[src/rtl/pipe_decode_if.sv]
// Handshake/bus interfaces for the pipe_decode stage.
//
// pipe_decode_in_if  : fetch -> decode stream
//   in_valid  fetch presents inst/pc_in
//   in_ready  decoder accepts this cycle
//   inst      32-bit instruction word
//   pc_in     PC of inst (XLEN bits)
//   modports: master (fetch side), slave (decoder side)
//
// pipe_decode_out_if : decode -> execute stream
//   out_valid decoded bundle valid
//   out_ready execute consumes bundle
//   pc_out, alu_op, alu_c, rd, opr1, opr2, val,
//   jp_e, br_e, wb_e, rw_e, rw_len, illegal : decoded bundle
//   modports: master (decoder side), slave (execute side)

interface pipe_decode_in_if #(
    parameter int XLEN = 32
);
    logic            in_valid;
    logic            in_ready;
    logic [31:0]     inst;
    logic [XLEN-1:0] pc_in;

    modport master (output in_valid, output inst, output pc_in, input in_ready);
    modport slave  (input in_valid, input inst, input pc_in, output in_ready);
endinterface

interface pipe_decode_out_if #(
    parameter int XLEN    = 32,
    parameter int ALUOP_L = 5
);
    logic               out_valid;
    logic               out_ready;
    logic [XLEN-1:0]    pc_out;
    logic [ALUOP_L-1:0] alu_op;
    logic               alu_c;
    logic [4:0]         rd;
    logic [XLEN-1:0]    opr1;
    logic [XLEN-1:0]    opr2;
    logic [XLEN-1:0]    val;
    logic               jp_e;
    logic               br_e;
    logic               wb_e;
    logic [1:0]         rw_e;
    logic [1:0]         rw_len;
    logic               illegal;

    modport master (
        output out_valid, output pc_out, output alu_op, output alu_c, output rd,
        output opr1, output opr2, output val, output jp_e, output br_e,
        output wb_e, output rw_e, output rw_len, output illegal,
        input  out_ready
    );
    modport slave (
        input  out_valid, input pc_out, input alu_op, input alu_c, input rd,
        input  opr1, input opr2, input val, input jp_e, input br_e,
        input  wb_e, input rw_e, input rw_len, input illegal,
        output out_ready
    );
endinterface

[src/rtl/pipe_decode.sv]
// pipe_decode: RV32I instruction-decode stage with a one-cycle pipeline
// register and valid/ready handshakes on both sides.
//
// Ports:
//   clk, rst_n          clock (rising edge), asynchronous active-low reset
//   fe  (slave)         fetch stream: in_valid/in_ready/inst/pc_in
//   ex  (master)        execute stream: out_valid/out_ready + decoded bundle
//   flush               kill the held bundle and refuse the incoming inst
//   rs1_idx, rs2_idx    register-file read addresses (combinational from inst)
//   rs1_data, rs2_data  register-file read data, sampled on input transfer
//
// Build option: define PIPE_DECODE_RV32M_EN to decode the RV32M multiply/
// divide group (OP, funct7=0000001); otherwise those encodings are illegal.

module pipe_decode #(
    parameter int XLEN    = 32,
    parameter int ALUOP_L = 5
) (
    input  logic                clk,
    input  logic                rst_n,
    pipe_decode_in_if.slave     fe,
    pipe_decode_out_if.master   ex,
    input  logic                flush,
    output logic [4:0]          rs1_idx,
    output logic [4:0]          rs2_idx,
    input  logic [XLEN-1:0]     rs1_data,
    input  logic [XLEN-1:0]     rs2_data
);

    // ALU operation encodings shared with the execute stage
    localparam logic [ALUOP_L-1:0] ALU_ADD    = ALUOP_L'(0);
    localparam logic [ALUOP_L-1:0] ALU_SUB    = ALUOP_L'(1);
    localparam logic [ALUOP_L-1:0] ALU_SLL    = ALUOP_L'(2);
    localparam logic [ALUOP_L-1:0] ALU_SLT    = ALUOP_L'(3);
    localparam logic [ALUOP_L-1:0] ALU_SLTU   = ALUOP_L'(4);
    localparam logic [ALUOP_L-1:0] ALU_XOR    = ALUOP_L'(5);
    localparam logic [ALUOP_L-1:0] ALU_SRL    = ALUOP_L'(6);
    localparam logic [ALUOP_L-1:0] ALU_SRA    = ALUOP_L'(7);
    localparam logic [ALUOP_L-1:0] ALU_OR     = ALUOP_L'(8);
    localparam logic [ALUOP_L-1:0] ALU_AND    = ALUOP_L'(9);
    localparam logic [ALUOP_L-1:0] ALU_SEQ    = ALUOP_L'(10);
    localparam logic [ALUOP_L-1:0] ALU_PASS   = ALUOP_L'(11);
`ifdef PIPE_DECODE_RV32M_EN
    localparam logic [ALUOP_L-1:0] ALU_MUL    = ALUOP_L'(16);
    localparam logic [ALUOP_L-1:0] ALU_MULH   = ALUOP_L'(17);
    localparam logic [ALUOP_L-1:0] ALU_MULHSU = ALUOP_L'(18);
    localparam logic [ALUOP_L-1:0] ALU_MULHU  = ALUOP_L'(19);
    localparam logic [ALUOP_L-1:0] ALU_DIV    = ALUOP_L'(20);
    localparam logic [ALUOP_L-1:0] ALU_DIVU   = ALUOP_L'(21);
    localparam logic [ALUOP_L-1:0] ALU_REM    = ALUOP_L'(22);
    localparam logic [ALUOP_L-1:0] ALU_REMU   = ALUOP_L'(23);
`endif

    typedef enum logic [6:0] {
        OPC_LUI      = 7'b0110111,
        OPC_AUIPC    = 7'b0010111,
        OPC_JAL      = 7'b1101111,
        OPC_JALR     = 7'b1100111,
        OPC_BRANCH   = 7'b1100011,
        OPC_LOAD     = 7'b0000011,
        OPC_STORE    = 7'b0100011,
        OPC_OP_IMM   = 7'b0010011,
        OPC_OP       = 7'b0110011,
        OPC_MISC_MEM = 7'b0001111,
        OPC_SYSTEM   = 7'b1110011
    } opcode_e;

    typedef struct packed {
        logic [XLEN-1:0]    pc;
        logic [ALUOP_L-1:0] alu_op;
        logic               alu_c;
        logic [4:0]         rd;
        logic [XLEN-1:0]    opr1;
        logic [XLEN-1:0]    opr2;
        logic [XLEN-1:0]    val;
        logic               jp_e;
        logic               br_e;
        logic               wb_e;
        logic [1:0]         rw_e;
        logic [1:0]         rw_len;
        logic               illegal;
    } bundle_t;

    logic [2:0]      funct3;
    logic [6:0]      funct7;
    logic [XLEN-1:0] imm_i;
    logic [XLEN-1:0] imm_s;
    logic [XLEN-1:0] imm_b;
    logic [XLEN-1:0] imm_u;
    logic [XLEN-1:0] imm_j;

    bundle_t dec;
    bundle_t held;
    logic    held_valid;
    logic    ill;
    logic    use_rs1;
    logic    use_rs2;
    logic    stall;
    logic    in_fire;
    logic    out_fire;

    assign funct3  = fe.inst[14:12];
    assign funct7  = fe.inst[31:25];
    assign rs1_idx = fe.inst[19:15];
    assign rs2_idx = fe.inst[24:20];

    assign imm_i = XLEN'($signed(fe.inst[31:20]));
    assign imm_s = XLEN'($signed({fe.inst[31:25], fe.inst[11:7]}));
    assign imm_b = XLEN'($signed({fe.inst[31], fe.inst[7], fe.inst[30:25], fe.inst[11:8], 1'b0}));
    assign imm_u = XLEN'($signed({fe.inst[31:12], 12'b0}));
    assign imm_j = XLEN'($signed({fe.inst[31], fe.inst[19:12], fe.inst[20], fe.inst[30:21], 1'b0}));

    always_comb begin
        dec        = '0;
        dec.pc     = fe.pc_in;
        dec.alu_op = ALU_ADD;
        ill        = 1'b0;
        use_rs1    = 1'b0;
        use_rs2    = 1'b0;

        case (opcode_e'(fe.inst[6:0]))
            OPC_LUI: begin
                dec.alu_op = ALU_PASS;
                dec.opr1   = imm_u;
                dec.wb_e   = 1'b1;
            end
            OPC_AUIPC: begin
                dec.opr1 = fe.pc_in;
                dec.opr2 = imm_u;
                dec.wb_e = 1'b1;
            end
            OPC_JAL: begin
                dec.opr1 = imm_j;
                dec.opr2 = fe.pc_in;
                dec.val  = XLEN'(4);
                dec.jp_e = 1'b1;
                dec.wb_e = 1'b1;
            end
            OPC_JALR: begin
                use_rs1  = 1'b1;
                dec.opr1 = rs1_data;
                dec.opr2 = imm_i;
                dec.val  = XLEN'(4);
                dec.jp_e = 1'b1;
                dec.wb_e = 1'b1;
                if (funct3 != 3'b000) ill = 1'b1;
            end
            OPC_OP_IMM: begin
                use_rs1  = 1'b1;
                dec.opr1 = rs1_data;
                dec.opr2 = imm_i;
                dec.wb_e = 1'b1;
                case (funct3)
                    3'b000:  dec.alu_op = ALU_ADD;
                    3'b010:  dec.alu_op = ALU_SLT;
                    3'b011:  dec.alu_op = ALU_SLTU;
                    3'b100:  dec.alu_op = ALU_XOR;
                    3'b110:  dec.alu_op = ALU_OR;
                    3'b111:  dec.alu_op = ALU_AND;
                    3'b001: begin
                        dec.alu_op = ALU_SLL;
                        if (funct7 != 7'b0000000) ill = 1'b1;
                    end
                    3'b101: begin
                        if (funct7 == 7'b0000000)      dec.alu_op = ALU_SRL;
                        else if (funct7 == 7'b0100000) dec.alu_op = ALU_SRA;
                        else                           ill = 1'b1;
                    end
                    default: ill = 1'b1;
                endcase
            end
            OPC_OP: begin
                use_rs1  = 1'b1;
                use_rs2  = 1'b1;
                dec.opr1 = rs1_data;
                dec.opr2 = rs2_data;
                dec.wb_e = 1'b1;
                case (funct7)
                    7'b0000000: begin
                        case (funct3)
                            3'b000:  dec.alu_op = ALU_ADD;
                            3'b001:  dec.alu_op = ALU_SLL;
                            3'b010:  dec.alu_op = ALU_SLT;
                            3'b011:  dec.alu_op = ALU_SLTU;
                            3'b100:  dec.alu_op = ALU_XOR;
                            3'b101:  dec.alu_op = ALU_SRL;
                            3'b110:  dec.alu_op = ALU_OR;
                            default: dec.alu_op = ALU_AND;
                        endcase
                    end
                    7'b0100000: begin
                        case (funct3)
                            3'b000:  dec.alu_op = ALU_SUB;
                            3'b101:  dec.alu_op = ALU_SRA;
                            default: ill = 1'b1;
                        endcase
                    end
`ifdef PIPE_DECODE_RV32M_EN
                    7'b0000001: begin
                        case (funct3)
                            3'b000:  dec.alu_op = ALU_MUL;
                            3'b001:  dec.alu_op = ALU_MULH;
                            3'b010:  dec.alu_op = ALU_MULHSU;
                            3'b011:  dec.alu_op = ALU_MULHU;
                            3'b100:  dec.alu_op = ALU_DIV;
                            3'b101:  dec.alu_op = ALU_DIVU;
                            3'b110:  dec.alu_op = ALU_REM;
                            default: dec.alu_op = ALU_REMU;
                        endcase
                    end
`endif
                    default: ill = 1'b1;
                endcase
            end
            OPC_LOAD: begin
                use_rs1  = 1'b1;
                dec.opr1 = rs1_data;
                dec.opr2 = imm_i;
                dec.wb_e = 1'b1;
                // rw_e[0] marks zero-extension (LBU/LHU)
                case (funct3)
                    3'b000:  begin dec.rw_e = 2'b10; dec.rw_len = 2'b00; end
                    3'b001:  begin dec.rw_e = 2'b10; dec.rw_len = 2'b01; end
                    3'b010:  begin dec.rw_e = 2'b10; dec.rw_len = 2'b11; end
                    3'b100:  begin dec.rw_e = 2'b11; dec.rw_len = 2'b00; end
                    3'b101:  begin dec.rw_e = 2'b11; dec.rw_len = 2'b01; end
                    default: ill = 1'b1;
                endcase
            end
            OPC_STORE: begin
                use_rs1  = 1'b1;
                use_rs2  = 1'b1;
                dec.opr1 = rs1_data;
                dec.opr2 = imm_s;
                dec.val  = rs2_data;
                dec.rw_e = 2'b01;
                case (funct3)
                    3'b000:  dec.rw_len = 2'b00;
                    3'b001:  dec.rw_len = 2'b01;
                    3'b010:  dec.rw_len = 2'b11;
                    default: ill = 1'b1;
                endcase
            end
            OPC_BRANCH: begin
                use_rs1  = 1'b1;
                use_rs2  = 1'b1;
                dec.opr1 = rs1_data;
                dec.opr2 = rs2_data;
                dec.val  = imm_b;
                dec.br_e = 1'b1;
                // BNE/BGE/BGEU are the inverted forms of BEQ/BLT/BLTU
                dec.alu_c = funct3[0];
                case (funct3[2:1])
                    2'b00:   dec.alu_op = ALU_SEQ;
                    2'b10:   dec.alu_op = ALU_SLT;
                    2'b11:   dec.alu_op = ALU_SLTU;
                    default: ill = 1'b1;
                endcase
            end
            OPC_MISC_MEM: begin
                dec.alu_op = ALU_ADD;
            end
            OPC_SYSTEM: begin
                dec.alu_op = ALU_PASS;
            end
            default: ill = 1'b1;
        endcase

        // An illegal word travels as an otherwise empty bundle so nothing
        // downstream acts on partially decoded fields.
        if (ill) begin
            dec         = '0;
            dec.pc      = fe.pc_in;
            dec.illegal = 1'b1;
            use_rs1     = 1'b0;
            use_rs2     = 1'b0;
        end

        // rd is only meaningful when the instruction writes back; zeroing it
        // otherwise keeps the load-use comparison from matching imm bits.
        dec.rd = dec.wb_e ? fe.inst[11:7] : 5'd0;
    end

    assign stall = held_valid && held.rw_e[1] && (held.rd != 5'd0) &&
                   ((use_rs1 && (rs1_idx == held.rd)) ||
                    (use_rs2 && (rs2_idx == held.rd)));

    assign fe.in_ready = !flush && !stall && (!held_valid || ex.out_ready);
    assign in_fire     = fe.in_valid && fe.in_ready;
    assign out_fire    = held_valid && ex.out_ready;

    always_ff @(posedge clk or negedge rst_n) begin
        if (!rst_n) begin
            held_valid <= 1'b0;
            held       <= '0;
        end else if (flush) begin
            held_valid <= 1'b0;
        end else if (in_fire) begin
            held_valid <= 1'b1;
            held       <= dec;
        end else if (out_fire) begin
            held_valid <= 1'b0;
        end
    end

    assign ex.out_valid = held_valid;
    assign ex.pc_out    = held.pc;
    assign ex.alu_op    = held.alu_op;
    assign ex.alu_c     = held.alu_c;
    assign ex.rd        = held.rd;
    assign ex.opr1      = held.opr1;
    assign ex.opr2      = held.opr2;
    assign ex.val       = held.val;
    assign ex.jp_e      = held.jp_e;
    assign ex.br_e      = held.br_e;
    assign ex.wb_e      = held.wb_e;
    assign ex.rw_e      = held.rw_e;
    assign ex.rw_len    = held.rw_len;
    assign ex.illegal   = held.illegal;

endmodule

[src/flat_wrapper.sv]
// flat-port wrapper written by rule: the top's interface ports become plain ports
module pipe_decode_flat 
#(
    parameter int XLEN    = 32,
    parameter int ALUOP_L = 5
)
  (clk, rst_n, flush, rs1_idx, rs2_idx, rs1_data, rs2_data, fe_in_valid, fe_inst, fe_pc_in, fe_in_ready, ex_out_valid, ex_pc_out, ex_alu_op, ex_alu_c, ex_rd, ex_opr1, ex_opr2, ex_val, ex_jp_e, ex_br_e, ex_wb_e, ex_rw_e, ex_rw_len, ex_illegal, ex_out_ready);
  pipe_decode_in_if #(.XLEN(XLEN)) fe_i ();
  pipe_decode_out_if #(.XLEN(XLEN), .ALUOP_L(ALUOP_L)) ex_i ();
  input  logic clk;
  input  logic rst_n;
  input  logic flush;
  output logic [4:0] rs1_idx;
  output logic [4:0] rs2_idx;
  input  logic [XLEN-1:0] rs1_data;
  input  logic [XLEN-1:0] rs2_data;
  input wire logic [$bits(fe_i.in_valid)-1:0] fe_in_valid;
  input wire logic [$bits(fe_i.inst)-1:0] fe_inst;
  input wire logic [$bits(fe_i.pc_in)-1:0] fe_pc_in;
  output wire logic [$bits(fe_i.in_ready)-1:0] fe_in_ready;
  output wire logic [$bits(ex_i.out_valid)-1:0] ex_out_valid;
  output wire logic [$bits(ex_i.pc_out)-1:0] ex_pc_out;
  output wire logic [$bits(ex_i.alu_op)-1:0] ex_alu_op;
  output wire logic [$bits(ex_i.alu_c)-1:0] ex_alu_c;
  output wire logic [$bits(ex_i.rd)-1:0] ex_rd;
  output wire logic [$bits(ex_i.opr1)-1:0] ex_opr1;
  output wire logic [$bits(ex_i.opr2)-1:0] ex_opr2;
  output wire logic [$bits(ex_i.val)-1:0] ex_val;
  output wire logic [$bits(ex_i.jp_e)-1:0] ex_jp_e;
  output wire logic [$bits(ex_i.br_e)-1:0] ex_br_e;
  output wire logic [$bits(ex_i.wb_e)-1:0] ex_wb_e;
  output wire logic [$bits(ex_i.rw_e)-1:0] ex_rw_e;
  output wire logic [$bits(ex_i.rw_len)-1:0] ex_rw_len;
  output wire logic [$bits(ex_i.illegal)-1:0] ex_illegal;
  input wire logic [$bits(ex_i.out_ready)-1:0] ex_out_ready;
  assign fe_i.in_valid = fe_in_valid;
  assign fe_i.inst = fe_inst;
  assign fe_i.pc_in = fe_pc_in;
  assign fe_in_ready = fe_i.in_ready;
  assign ex_out_valid = ex_i.out_valid;
  assign ex_pc_out = ex_i.pc_out;
  assign ex_alu_op = ex_i.alu_op;
  assign ex_alu_c = ex_i.alu_c;
  assign ex_rd = ex_i.rd;
  assign ex_opr1 = ex_i.opr1;
  assign ex_opr2 = ex_i.opr2;
  assign ex_val = ex_i.val;
  assign ex_jp_e = ex_i.jp_e;
  assign ex_br_e = ex_i.br_e;
  assign ex_wb_e = ex_i.wb_e;
  assign ex_rw_e = ex_i.rw_e;
  assign ex_rw_len = ex_i.rw_len;
  assign ex_illegal = ex_i.illegal;
  assign ex_i.out_ready = ex_out_ready;
  pipe_decode #(.XLEN(XLEN), .ALUOP_L(ALUOP_L)) u_core (.clk(clk), .rst_n(rst_n), .fe(fe_i), .ex(ex_i), .flush(flush), .rs1_idx(rs1_idx), .rs2_idx(rs2_idx), .rs1_data(rs1_data), .rs2_data(rs2_data));
endmodule
[config.mk]
export PLATFORM = sky130hd
export DESIGN_NAME = pipe_decode_flat
export DESIGN_NICKNAME = d
export VERILOG_FILES = /design/src/rtl/pipe_decode_if.sv /design/src/rtl/pipe_decode.sv /design/src/flat_wrapper.sv
export SDC_FILE = /design/constraint.sdc
export NUM_CORES = 1
export LEC_CHECK = 0
export ABC_AREA = 0
export ABC_CLOCK_PERIOD_IN_PS = 2200
export CAP_MARGIN = 20
export CORE_ASPECT_RATIO = 0.6
export CORE_MARGIN = 3
export CORE_UTILIZATION = 50
export CTS_CLUSTER_DIAMETER = 50
export CTS_CLUSTER_SIZE = 20
export DETAILED_ROUTE_END_ITERATION = 8
export DONT_BUFFER_PORTS = 1
export PLACE_DENSITY = 0.68
export SYNTH_ARGS = -nofsm -noshare
export SYNTH_HDL_FRONTEND = slang
export SYNTH_SLANG_ARGS = --single-unit
export TNS_END_PERCENT = 30
[constraint.sdc]
create_clock -name clk -period 2.2 [get_ports clk]
set_clock_uncertainty 0.15 [all_clocks]
set_input_delay 0.44 -clock clk [delete_from_list [all_inputs] [get_ports clk]]
set_output_delay 0.44 -clock clk [all_outputs]
set_load 0.05 [all_outputs]
# After elaboration in Yosys (flattened, before gate mapping)
# Cells that the tools add are included.
# W data, S select, Z words.
dict set report totals {
  ff_bits 148
  wordCells 110
  inputBits 133
  output_inout_bits 159
}
dict set report classes {
  n_mux 38
  n_reduce_logical 34
  n_bitwise 1
  eq_ne 23
}
# op n
set op_table {}
lappend op_table {{$pmux W32 S5} 1}
lappend op_table {{$pmux W32 S4} 1}
lappend op_table {{$mux W115} 1}
lappend op_table {{$pmux W32 S3} 1}
lappend op_table {{$pmux W5 S8} 1}
lappend op_table {{$eq A7 B6 Y1 const B} 4}
lappend op_table {{$eq A7 B7 Y1 const B} 4}
lappend op_table {{$pmux W4 S7} 1}
lappend op_table {{$pmux W4 S5} 1}
lappend op_table {{$pmux W5 S4} 1}
lappend op_table {{$mux W1} 19}
lappend op_table {{$eq A7 B5 Y1 const B} 2}
lappend op_table {{$eq A3 B3 Y1 const B} 4}
lappend op_table {{$pmux W4 S3} 1}
lappend op_table {{$reduce_or A3 Y1} 4}
lappend op_table {{$eq A5 B5 Y1} 2}
lappend op_table {{$mux W5} 2}
lappend op_table {{$pmux W5 S2} 1}
lappend op_table {{$reduce_or A5 Y1} 2}
lappend op_table {{$logic_and A1 B1 Y1} 9}
lappend op_table {{$pmux W4 S2} 1}
lappend op_table {{$reduce_or A2 Y1} 4}
lappend op_table {{$eq A7 B2 Y1 const B} 1}
lappend op_table {{$eq A7 B4 Y1 const B} 1}
lappend op_table {{20 further kinds} 27}

# Depth between registers and ports, before layout
dict set report logic_depth {
  word_depth 15
  depth_mapped 11
  mapped_depth_nobuf 6
}

# Worst setup path after synthesis
# OpenSTA, ideal clock, no wires.
dict set report synth_path {
  kind {register -> output}
  start {reg u_core.held, in the netlist u_core.ex.rd[0]}
  end {out fe_in_ready}
  path_buffers 0
  slack_ns -0.835
  required_ns 1.610
  arrival_time_ns 2.445
  stages_incl_launch_ff 6
  path_cell_list {dfrtp_1 > or4_1 > o2111a_1 > o21ai_1 > nor2_1 > nor2b_1}
}
dict set report synth_via {
  elab_chain_len 7
  elab_cells_between_ends 11
  classes_between {2 x eq/ne; 9 x reduce/logical}
}
# item line
set synth_rtl {}
lappend synth_rtl {{start: declaration} pipe_decode.sv:93} ;# bundle_t held;
lappend synth_rtl {{start signal: assignment} pipe_decode.sv:295} ;# held <= '0;
lappend synth_rtl {{start signal: assignment} pipe_decode.sv:300} ;# held <= dec;
lappend synth_rtl {{$eq A5 B5 Y1 (on tied branches)} {pipe_decode.sv:285, pipe_decode.sv:286}}
lappend synth_rtl {{$logic_and A1 B1 Y1 (on tied branches)} {pipe_decode.sv:285, pipe_decode.sv:286}}
lappend synth_rtl {{$logic_or A1 B1 Y1} pipe_decode.sv:285} ;# ((use_rs1 && (rs1_idx == held.rd)) ||
lappend synth_rtl {{$logic_and A1 B1 Y1 (*)} pipe_decode.sv:284} ;# assign stall = held_valid && held.rw_e[1] && (held.rd != 5'd0) &&
lappend synth_rtl {{$logic_not A1 Y1 (*)} pipe_decode.sv:288} ;# assign fe.in_ready = !flush && !stall && (!held_valid || ex.out_ready);
lappend synth_rtl {{$logic_and A1 B1 Y1 (*) (2 in a row)} pipe_decode.sv:288}
lappend synth_rtl {{end: declaration} flat_wrapper.sv:20} ;# output wire logic [$bits(fe_i.in_ready)-1:0] fe_in_ready;
# Every way passes the cells marked *; elsewhere a longest branch is shown, timed or not.

# Worst setup path after layout
dict set report layout_path {
  start {reg u_core.held, in the netlist u_core.ex.rd[3]}
  end {out fe_in_ready}
}
# The elaborated chain is that of the path after synthesis.

==> qor.yml <==
slew_viol_final: 0
synthToLayoutAreaGrowth_pct: 27.06
cap_violations: 0
cts_tree: "yes"
drt_iter0_drc: 1104
grt_use_met1: 0.4736
synth_most_common_cell: "dfrtp_1"
htree_levels: 4
antenna_cells: 0
syn_inst: 679
cts_buffers: 17
die_area_mm2: 0.01648
grt_pass1_wl_mm: 44.10
place.gp.congestion: 0.9495
clk_pin_slew_ns: 0.07
num_rows: 33
grt_max_degree: 148
ys_async_sr_fraction: 1.000
die_h_um: 100.7
violations: "hold timing, setup timing"
crit_path_end_kind: "output port"
power_density_mw_per_mm2: 722.6
routed-via-count: 6803
postRouteAntennaNets: 0
ys_warn_count: 0
synth_area_leaders: "dfrtp_1, o2bb2ai_1, a22o_1"
synth_area_mm2: 0.007467
grtUsageMet2: 0.5433
synth_enable_flop_cells: 0
grt_use_total: 0.3635
design_area_mm2: 0.009488
dpl.hpwl_mm: 21.12
place_area_mm2: 0.008080
finalCritPeriodShare: 1.248
worstSkewPairLatency_ns: 0.42
cts_buffer_depth: 2
root_buffer: "clkbuf_16"
synth.avg_cell_area_um2: 11.00
setup_ws_ns: -0.5448
vdd_drop_max_mv: 0.4673
yosysTopAreaCellShare: 0.4926
rr_worst_depth: 11
synth_fp_nets: 812
grt_pass1_vias: 6780
die_w_um: 163.8
synth_area_leader_cell: "dfrtp_1"
synth_top_flop_cell: "dfrtp_1"
setup_tns_ns: -55.37
gr-total-overflow: 0
path_class: "flop to output port"
pre_cts_slack_ns: -0.2742
relSlewSlack: 0.6070
grt_util_met3: 0.1617
ys_seq_area_frac: 0.4926
post_drt_via_cell_ratio: 7.199
setup_violations: 146
r2r-start: "u_core.ex.rd[3]"
wl_per_cell_um: 32.53
drive_gt1_frac: 0.2895
r2r-end: "u_core.ex.opr2[27]"
nNetsFinal: 873
start_util: 0.5288
first_pass_iters: 8
hold_viol_final: 147
wirelength_mm: 30.74
fin_hold_ws_ns: -0.4444
hold_class: "input pin to async pin"
core_mm2: 0.01412
ys_types: 64
drcViolationCount: 0
p_leak_nw: 4.170
fin_crit_ns: 2.745
cp.required_ns: 1.61
num-fill-cells: 1073
outcome: "finished, violations left"
antenna_found_initial: 1
port-buffer-count: 0
max_freq_ghz: 0.3643
worst_pin_slew_ns: 0.5895
crit_arrival_ns: 2.15
synthTopCellsByCount: "dfrtp_1, nand2_1, o2bb2ai_1, a22o_1, clkbuf_1"
ios: 292
rsz0062_at_grt: "yes"
top_usage_layer: "met2"
start_kind: "flop"
synth-seq-cells: 147
clock_sink_count: 147
ff2ff_setup_slack_ns: -0.54
crit_fanout: 3
cells in the final DEF, fill, tap and decap left out, types with 10 or more instances in the layout:
cell type,count
mux2i_1,11
buf_12,16
buf_4,68
mux2_4,10
o21ai_0,11
o2bb2ai_2,20
a22o_1,47
clkbuf_16,19
nor2_1,10
a22oi_1,33
nand3_1,41
o2bb2ai_1,41
a21oi_1,23
nand2_1,61
dfrtp_1,143
a222oi_1,31
mux2_2,23
dlygate4sd3_1,12
cell families after synthesis:
kind of cell              share of synthesized area
AOI/OAI and AO/OA                            0.2681
DFF                                          0.4926
muxes                                       0.06602
xor gates and xnor gates                    0.01642
other                                     0.0005022
buffers and inverters                       0.05295
and+or+nand+nor                              0.1034
flip-flops by register name (all words and copies together) (netlist names), 2 cells and up:
signal,cells
u_core.ex.rw_e,2
u_core.ex.rw_len,2
u_core.ex.alu_op,4
u_core.ex.pc_out,32
u_core.ex.opr2,32
u_core.ex.opr1,32
u_core.ex.val,32
u_core.ex.rd,5
cell type report:
type	instances	area, um^2	area share
inverter	6	22.52	0.002374
timing repair buffer	118	1389	0.1464
tap	192	240.2	0.02532
sequential	147	3684	0.3882
clock inverter	14	145.1	0.01530
clock buffer	18	429.2	0.04523
multi-input combinational	450	3578	0.3772
worst max-delay path, cell delays in order, from the launching register on:
cell,delay [ns]
dfrtp_2,0.42
or4_1,0.49
o2111a_2,0.29
o21ai_4,0.08
buf_6,0.13
nor2_4,0.04
nor2b_4,0.29
repair_timing:
item	CTS	global route
hold endpoints to repair	156	149
resized for setup	43	24
hold buffers	10	2
cloned	8	2
pin swaps	2	5
endpoints found under the setup margin	143	146
buffers inserted	10	6
per-stage QoR:
stage	util	cells	power, W
final	0.6719	945	0.006856
after global routing	0.6719	945	0.007038
after CTS	0.6567	936	0.006814
after detailed placement	0.5722	876	0.003848
after global placement	0.5722	876	0.003829
after floorplan	-	679	0.003768
metal layers:
metal,vias up,part of all wire
met5,-,0.00042
met4,2,0.034
met3,86,0.17
met2,602,0.43
met1,3363,0.37
li1,2750,-
report_power, final:
group / switching (W) / internal (W)
Sequential: 0.000530 / 0.00282
Combinational: 0.000279 / 0.000370
Clock: 0.00127 / 0.00159
Total: 0.00208 / 0.00478
how the worst max path moves through the flow:
| stage | from | end | slack, ns | depth (start not counted) |
|---|---|---|---|---|
| after detailed placement | u_core.ex.rd[2] | u_core.ex.opr2[8] | -0.27 | 6 |
| final | u_core.ex.rd[3] | fe_in_ready | -0.54 | 6 |
| after global routing | u_core.ex.rd[3] | fe_in_ready | -0.61 | 6 |
| after CTS | u_core.ex.rd[3] | fe_in_ready | -0.57 | 6 |
| after global placement | u_core.ex.rd[2] | u_core.ex.val[28] | -0.24 | 6 |
| after floorplan | u_core.ex.rd[2] | u_core.ex.opr1[10] | -0.27 | 8 |
Note: power is estimated with default switching activity, not from simulation.
